--- src/rtl/macro_sched.sv ---
// Job scheduler between two requesters and a bit-serial sequencer.
// Arbitrates requests round-robin, issues a one-cycle start pulse, follows the
// sequencer accumulator flag low then high, and holds a completion response
// until the consumer acknowledges it.
// Optional watchdog: define MACRO_SCHED_WATCHDOG_EN to abort a job whose
// sequencer flag does not reach the awaited level within TIMEOUT_CYC cycles
// of a wait phase; the job then completes with done_err set.
module macro_sched #(
  parameter int unsigned TIMEOUT_CYC = 64
) (
  input  logic       clk,
  input  logic       rstn,
  input  logic [1:0] req,
  input  logic [1:0] req_width,
  input  logic [3:0] req_bank,
  output logic [1:0] gnt,
  output logic       seq_start,
  output logic       seq_inwidth,
  output logic [1:0] seq_bank,
  input  logic       seq_st,
  output logic       done_valid,
  output logic       done_id,
  output logic       done_err,
  input  logic       done_ready,
  output logic       busy,
  output logic [7:0] job_cnt
);

  typedef enum logic [2:0] {
    StIdle   = 3'd0,
    StIssue  = 3'd1,
    StWaitLo = 3'd2,
    StWaitHi = 3'd3,
    StResp   = 3'd4
  } state_e;

  state_e state_q;
  logic   last_q;  // requester granted most recently
  logic   id_q;    // requester owning the job in flight
  logic   win;

`ifdef MACRO_SCHED_WATCHDOG_EN
  localparam int unsigned WdW = (TIMEOUT_CYC > 1) ? $clog2(TIMEOUT_CYC + 1) : 1;
  localparam logic [WdW-1:0] WdLast = WdW'(TIMEOUT_CYC - 1);
  logic [WdW-1:0] wd_q;
`else
  assign done_err = 1'b0;
`endif

  // Round-robin pick: a lone requester wins, on a tie the one not granted last wins
  always_comb begin
    win = 1'b0;
    case (req)
      2'b01:   win = 1'b0;
      2'b10:   win = 1'b1;
      2'b11:   win = ~last_q;
      default: win = 1'b0;
    endcase
  end

  // Scheduler FSM with all outputs registered
  always_ff @(posedge clk) begin
    if (!rstn) begin
      state_q     <= StIdle;
      last_q      <= 1'b1;
      id_q        <= 1'b0;
      gnt         <= 2'b00;
      seq_start   <= 1'b0;
      seq_inwidth <= 1'b0;
      seq_bank    <= 2'b00;
      done_valid  <= 1'b0;
      done_id     <= 1'b0;
      busy        <= 1'b0;
      job_cnt     <= 8'd0;
`ifdef MACRO_SCHED_WATCHDOG_EN
      done_err    <= 1'b0;
      wd_q        <= '0;
`endif
    end else begin
      // grant and start are single-cycle pulses
      gnt       <= 2'b00;
      seq_start <= 1'b0;
      case (state_q)
        StIdle: begin
          if (|req) begin
            state_q     <= StIssue;
            id_q        <= win;
            last_q      <= win;
            seq_inwidth <= req_width[win];
            seq_bank    <= win ? req_bank[3:2] : req_bank[1:0];
            gnt         <= win ? 2'b10 : 2'b01;
            seq_start   <= 1'b1;
            busy        <= 1'b1;
          end
        end
        StIssue: begin
          state_q <= StWaitLo;
`ifdef MACRO_SCHED_WATCHDOG_EN
          wd_q    <= '0;
`endif
        end
        StWaitLo: begin
          if (!seq_st) begin
            state_q <= StWaitHi;
`ifdef MACRO_SCHED_WATCHDOG_EN
            wd_q    <= '0;
          end else if (wd_q == WdLast) begin
            state_q    <= StResp;
            done_valid <= 1'b1;
            done_id    <= id_q;
            done_err   <= 1'b1;
          end else begin
            wd_q <= wd_q + 1'b1;
`endif
          end
        end
        StWaitHi: begin
          if (seq_st) begin
            state_q    <= StResp;
            done_valid <= 1'b1;
            done_id    <= id_q;
`ifdef MACRO_SCHED_WATCHDOG_EN
            done_err   <= 1'b0;
          end else if (wd_q == WdLast) begin
            state_q    <= StResp;
            done_valid <= 1'b1;
            done_id    <= id_q;
            done_err   <= 1'b1;
          end else begin
            wd_q <= wd_q + 1'b1;
`endif
          end
        end
        StResp: begin
          if (done_ready) begin
            state_q    <= StIdle;
            done_valid <= 1'b0;
            busy       <= 1'b0;
            job_cnt    <= job_cnt + 8'd1;
          end
        end
        default: begin
          // unreachable encoding: recover to the reset condition
          state_q     <= StIdle;
          last_q      <= 1'b1;
          id_q        <= 1'b0;
          gnt         <= 2'b00;
          seq_start   <= 1'b0;
          seq_inwidth <= 1'b0;
          seq_bank    <= 2'b00;
          done_valid  <= 1'b0;
          done_id     <= 1'b0;
          busy        <= 1'b0;
          job_cnt     <= 8'd0;
`ifdef MACRO_SCHED_WATCHDOG_EN
          done_err    <= 1'b0;
          wd_q        <= '0;
`endif
        end
      endcase
    end
  end

endmodule

--- config.mk ---
export PLATFORM = sky130hd
export DESIGN_NAME = macro_sched
export DESIGN_NICKNAME = d
export VERILOG_FILES = /design/src/rtl/macro_sched.sv
export SDC_FILE = /design/constraint.sdc
export NUM_CORES = 1
export LEC_CHECK = 0
export CAP_MARGIN = 20
export CORE_ASPECT_RATIO = 1.25
export CORE_MARGIN = 2
export CORE_UTILIZATION = 48
export DETAILED_ROUTE_END_ITERATION = 6
export GPL_ROUTABILITY_DRIVEN = 0
export HOLD_SLACK_MARGIN = 0.05
export PLACE_DENSITY = 0.89
export SYNTH_ARGS = -nofsm -noshare
export SYNTH_HDL_FRONTEND = slang
export SYNTH_SLANG_ARGS = --single-unit
export TNS_END_PERCENT = 10
--- constraint.sdc ---
create_clock -name clk -period 2.8 [get_ports clk]
set_input_delay 0.56 -clock clk [delete_from_list [all_inputs] [get_ports clk]]
set_output_delay 0.56 -clock clk [all_outputs]
set_load 0.005 [all_outputs]
==> out/metrics.yaml, run 1 <==
required_ps: 2240
diodes: 0
nNetsFinal: 149
yosysTopAreaCellShare_pct: 44.8
final_hold_viol_count: 0
grt_pass1_vias: 791
synth_commonest_cells: "dfxtp_1, nand2_1, a21oi_1, inv_1, o21ai_0"
die_area_sq_mm: 0.00243
netlist_top_cells_area: "dfxtp_1, mux2i_1, a21oi_1"
worstMarginPinSlew_ps: 621
overflow: 0
cp.buffers_inverters: 1
syn_nets: 120
via_count: 907
period_needed_ps: 1820
syn_area_sq_um: 983
yosysUniqueCellTypes: 38
synth_edf_count: 0
dpl_cell_area_sq_mm: 0.00127
relSlewSlack_pct: 58.3
hold_path_class: "reg -> reg"
cts_tree: "yes"
clock_latency_ps: 310
drt_wl_total_um: 2040
synthArstFlopShare_pct: 0
drtIter0Drc: 14
synth_top_area_cell: "dfxtp_1"
crit_arrival_ps: 1260
num_rows: 18
ant_nets: 0
max_freq_mhz: 549
crit_chain: "clkdlybuf4s50_1"
core_sq_mm: 0.00196
fin_total_pwr_uw: 693
die_y_um: 54.6
max_stage_delay_ps: 540
numClockSinks: 22
post-cts-setup-buffer-count: 0
status: "complete, no violations"
synth-main-ff-cell: "dfxtp_1"
post_drt_wl_per_cell_um: 13.2
hold_path_depth: 2
setup_tns_ps: 0
final_area_sq_mm: 0.00133
critical_path_peak_fanout: 6
dp_cells: 151
dieWidth_um: 44.5
final-setup-viol-count: 0
slew_viol_final: 0
crit_type: "reg -> out"
critPathSlowestCell: "clkdlybuf4s50_1"
syn_inst: 107
yosysSeqAreaShare_pct: 44.8
cts_resized: 0
crit_family: "buffers and inverters"
grt_start_max_net_pins: 18
cts_hold_buf: 0
route.detailed.drc: 0
postLayoutCoreUtil_pct: 67.6
critPathCaptureType: "output port"
synth-seq-cells: 22
drive_gt1_share_pct: 5.19
antenna_found_initial: 0
worst-path-stages: 1
ys_warn_count: 0
via_per_inst: 5.85
reg2reg_depth: 3
cts_buffers: 3
rsz0062_at_grt: "no"
grt_pass1_wl_um: 3370
fillers: 168
syn2layout_area_growth_pct: 34.7
synth_most_common_cell: "dfxtp_1"
drt-pass1-iter-count: 4
regArea_sq_um: 440
cts_max_path_buffers: 2
multi_input_area_sq_um: 497
cts.clk_slew.worst_paths_ps: 120
worst_setup_path_start_kind: "flop"
fin_worst_skew_ps: 7.64
root_buffer: "clkbuf_4"
initial_core_util_pct: 50.2
vdd_drop_max_mv: 0.351
powerDensity_mw_per_mm2: 523
layout.cells.non_filler: 155
htreeDepth: 1
port_buffers: 28
leakage_nw: 0.482
period_share_pct: 65.1
avgSynthCellArea_sq_um: 9.19
gr-usage-all-layers_pct: 18.6
dp_hpwl_um: 1520
io_pins: 30
drv_cap: 0
-- cells by family after synthesis --
kind of cell | after synthesis | share of synthesized area [%]
AND/OR/NAND/NOR | 35 | 19.8
AO/OA/AOI/OAI | 32 | 24.0
flip-flops | 22 | 44.8
buffers and inverters | 11 | 4.71
multiplexers | 4 | 4.07
adder cells (fa/ha/maj) | 1 | 1.27
other | 1 | 0.381
XOR/XNOR | 1 | 0.891
-- cell usage in the layout, fill, tap and decap left out, drive strengths merged, types with 2 or more instances in the layout --
cell type       n
clkdlybuf4s50  28
dfxtp          22
nand2           8
inv             6
a21oi           6
o21ai           5
a21boi          5
nor2            4
mux2i           4
nand2b          3
or3             3
o32ai           3
nand3b          3
clkbuf          3
o31ai           3
o21bai          2
nor3            2
o211a           2
nand4           2
nand3           2
or4             2
o21a            2
o311ai          2
-- flip-flops by register name (all words and copies together) (netlist names) --
register / cells
done_valid: 1
id_q: 1
last_q: 1
gnt: 2
seq_inwidth: 1
seq_bank: 2
job_cnt: 8
state_q: 3
done_id: 1
seq_start: 1
busy: 1
-- metrics by stage --
step                setup WS [ps]  hold WS (ps)
global route                  896           509
floorplan                    1420           471
finish                        977           486
global placement              775           467
detailed placement            707           468
CTS                           967           487
-- area by class of cell --
| type | instances | share of cell area (%) |
|---|---|---|
| Timing Repair Buffer | 29 | 21.7 |
| Inverter | 6 | 1.70 |
| Multi-Input combinational cell | 74 | 37.5 |
| Clock buffer | 3 | 1.70 |
| Clock inverter | 1 | 2.27 |
| Sequential cell | 22 | 33.2 |
| Tap cell | 20 | 1.89 |
-- per-layer routing --
| metal | GRT usage, % | up-vias | wire, um | share of wire [%] |
|---|---|---|---|---|
| met2 | 33.3 | 28 | 1010 | 49 |
| met5 | 0 | - | 0 | 0 |
| met4 | 5.56 | 0 | 24 | 1.2 |
| met1 | 23.0 | 429 | 925 | 45 |
| met3 | 2.31 | 2 | 87 | 4.3 |
| li1 | - | 448 | - | - |
-- power breakdown --
part           switching [mW]  internal (mW)
Clock                  0.0968          0.145
Combinational          0.0429         0.0567
Sequential             0.0193          0.332
Total                   0.159          0.534
-- worst paths after layout --
kind / startpoint / to / slack [ps]
hold reg to reg: seq_bank[1]$_SDFFE_PN0P_ / seq_bank[1]$_SDFFE_PN0P_ / 490
hold / removal: seq_bank[1]$_SDFFE_PN0P_ / seq_bank[1]$_SDFFE_PN0P_ / 490
setup / recovery: job_cnt[3]$_SDFFE_PN0P_ / job_cnt[3] / 980
setup reg to reg: state_q[2]$_SDFFE_PN0P_ / job_cnt[5]$_SDFFE_PN0P_ / 1080
(Power assumes the default switching activity.)
==> run 2: changes to the inputs <==
--- a/config.mk
+++ b/config.mk
@@ -8,11 +8,11 @@
 export CAP_MARGIN = 20
 export CORE_ASPECT_RATIO = 1.25
 export CORE_MARGIN = 2
-export CORE_UTILIZATION = 48
+export CORE_UTILIZATION = 45
 export DETAILED_ROUTE_END_ITERATION = 6
 export GPL_ROUTABILITY_DRIVEN = 0
 export HOLD_SLACK_MARGIN = 0.05
-export PLACE_DENSITY = 0.89
+export PLACE_DENSITY = 0.84
 export SYNTH_ARGS = -nofsm -noshare
 export SYNTH_HDL_FRONTEND = slang
 export SYNTH_SLANG_ARGS = --single-unit
==> constraint.sdc (replaced) <==
create_clock -name clk -period 1.9 [get_ports clk]
set_input_delay 0.38 -clock clk [delete_from_list [all_inputs] [get_ports clk]]
set_output_delay 0.38 -clock clk [all_outputs]
set_load 0.005 [all_outputs]
==> run 2 against run 1 <==
Effect of this change:
- clock skew fell by 2.3 ps
- highest routed layer unchanged
- largest power group unchanged
- critical path depth unchanged
- power grew 34%
- clock power grew 6%
- register-to-register slack worse by 690 ps
==> out/metrics.yaml, run 2 (same netlist as run 1, synthesis figures left out) <==
reg2reg_depth: 4  # +1
period_needed_ps: 1640
numClockSinks: 22  # unchanged
crit_arrival_ps: 1260  # about the same
critPathCaptureType: "output port"
reg2reg_setup_slack_ps: 390  # -690 ps
final_hold_viol_count: 0  # unchanged
hold_path_class: "reg -> reg"
status: "complete, no violations"
gr-usage-all-layers_pct: 18.7  # +0.13 points
leakage_nw: 0.494  # +2.6%
r2r_end: "seq_bank[0]$_SDFFE_PN0P_"
via_per_inst: 5.59  # -4.5%
drv_cap: 0  # unchanged
cts_hold_buf: 0  # unchanged
slew_viol_final: 0  # unchanged
core_sq_mm: 0.00203  # +3.4%
cp.buffers_inverters: 1  # unchanged
layout_common_cells: "clkdlybuf4s50_1, dfxtp_1, nand2_1"
die_area_sq_mm: 0.00258  # +6.1%
max_freq_mhz: 610
pre_cts_ws_ps: 174  # -532 ps
post_drt_wl_per_cell_um: 13.3  # +0.97%
crit_chain: "clkdlybuf4s50_1"
antenna_found_initial: 0  # unchanged
grt_pass1_vias: 882  # +12%
max_stage_delay_ps: 540  # about the same
syn2layout_area_growth_pct: 36.1
hold_path_depth: 2  # unchanged
diodes: 0  # unchanged
die_y_um: 56.3  # +3.0%
ant_nets: 0  # unchanged
crit_type: "reg -> out"
setup_tns_ps: 0  # unchanged
num_rows: 18  # unchanged
drtIter0Drc: 15  # +1
fin_total_pwr_uw: 925  # +34%
cts.clk_slew.worst_paths_ps: 120  # about the same
mostFrequentLayoutCell: "clkdlybuf4s50_1"
grt_pass1_wl_um: 3690  # +9.4%
port_buffers: 28  # unchanged
dpl_cell_area_sq_mm: 0.00130  # +2.4%
drive_gt1_share_pct: 7.91  # +2.7 points
crit_family: "buffers and inverters"
final_area_sq_mm: 0.00134  # +1.0%
rsz0062_at_grt: "no"
largest_reg_flops: 8  # unchanged
crit_start: "job_cnt[0]$_SDFFE_PN0P_"
root_buffer: "clkbuf_4"
nNetsFinal: 153  # +2.7%
period_share_pct: 86.3
clock_latency_ps: 300  # about the same
setup_ws_ps: 260  # -718 ps
critPathSlowestCell: "clkdlybuf4s50_1"
critical_path_peak_fanout: 5  # -1
htreeDepth: 1  # unchanged
fillers: 173  # +3.0%
io_pins: 30  # unchanged
drt-pass1-iter-count: 4  # unchanged
final-setup-viol-count: 0  # unchanged
r2r_start: "state_q[2]$_SDFFE_PN0P_"
regMostFlops: "job_cnt"
vdd_drop_max_mv: 0.462  # +32%
cts_resized: 0  # unchanged
dieWidth_um: 45.8  # +3.0%
grt_start_max_net_pins: 14  # -4
cts_max_path_buffers: 2  # unchanged
required_ps: 1520  # -720 ps
post-cts-setup-buffer-count: 0  # unchanged
dp_hpwl_um: 1600  # +5.1%
drt_wl_total_um: 2120  # +3.6%
via_count: 889  # -2.0%
cts_tree: "yes"
initial_core_util_pct: 48.5  # -1.7 points
fin_worst_skew_ps: 5.30  # -2.34 ps
postLayoutCoreUtil_pct: 66.0  # -1.6 points
worst-path-stages: 1  # unchanged
route.detailed.drc: 0  # unchanged
powerDensity_mw_per_mm2: 691  # +32%
overflow: 0  # unchanged
reg_top3: "job_cnt: 8 flops, state_q: 3 flops"
cts_buffers: 3  # unchanged
worst_setup_path_start_kind: "flop"
critPathCapture: "job_cnt[0]"
-- run 2: cell types whose count changed in the layout (fill, tap and decap cells not counted) --
cell | before | now
buf_4 | 1 | 5
bufinv_16 | 1 | 0
clkbuf_8 | 0 | 1
-- run 2: worst min path at each step --
stage	start	end
after floorplan	job_cnt[7]$_SDFFE_PN0P_	job_cnt[7]$_SDFFE_PN0P_
after global placement	job_cnt[7]$_SDFFE_PN0P_	job_cnt[7]$_SDFFE_PN0P_
after detailed placement	seq_inwidth$_SDFFE_PN0P_	seq_inwidth$_SDFFE_PN0P_
after CTS	seq_inwidth$_SDFFE_PN0P_	seq_inwidth$_SDFFE_PN0P_
after global routing	seq_bank[0]$_SDFFE_PN0P_	seq_bank[0]$_SDFFE_PN0P_
final	seq_inwidth$_SDFFE_PN0P_	seq_inwidth$_SDFFE_PN0P_
-- run 2: final cells by class --
cell class	instances	area, sq um	share of cell area, %
multi-input cells	74	497	37.1
clock buffers	4	36.3	2.71
flip-flops and latches	22	440	32.9
well taps	20	25.0	1.87
repair buffers	33	318	23.7
inverters	6	22.5	1.68
-- run 2: layer usage --
metal | wire length (um) | part of all wire [%] | global-route usage (%)
met5 | 0 | 0 | 0
met4 | 19 | 0.90 | 6.53
met3 | 84 | 4.0 | 4.18
met2 | 1080 | 51 | 31.0
met1 | 930 | 44 | 23.1
-- run 2: through the flow --
| stage | cells | hold slack [ps] |
|---|---|---|
| 2_1_floorplan | 107 | 471 |
| 3_3_place_gp | 155 | 464 |
| 3_5_place_dp | 155 | 469 |
| 4_1_cts | 159 | 488 |
| 5_1_grt | 159 | 518 |
| 6_report | 159 | 483 |
-- run 2: report_power, final --
part           internal, mW  switching, mW
logic                0.0878         0.0645
registers             0.490         0.0265
clock network         0.117          0.140
total                 0.694          0.231
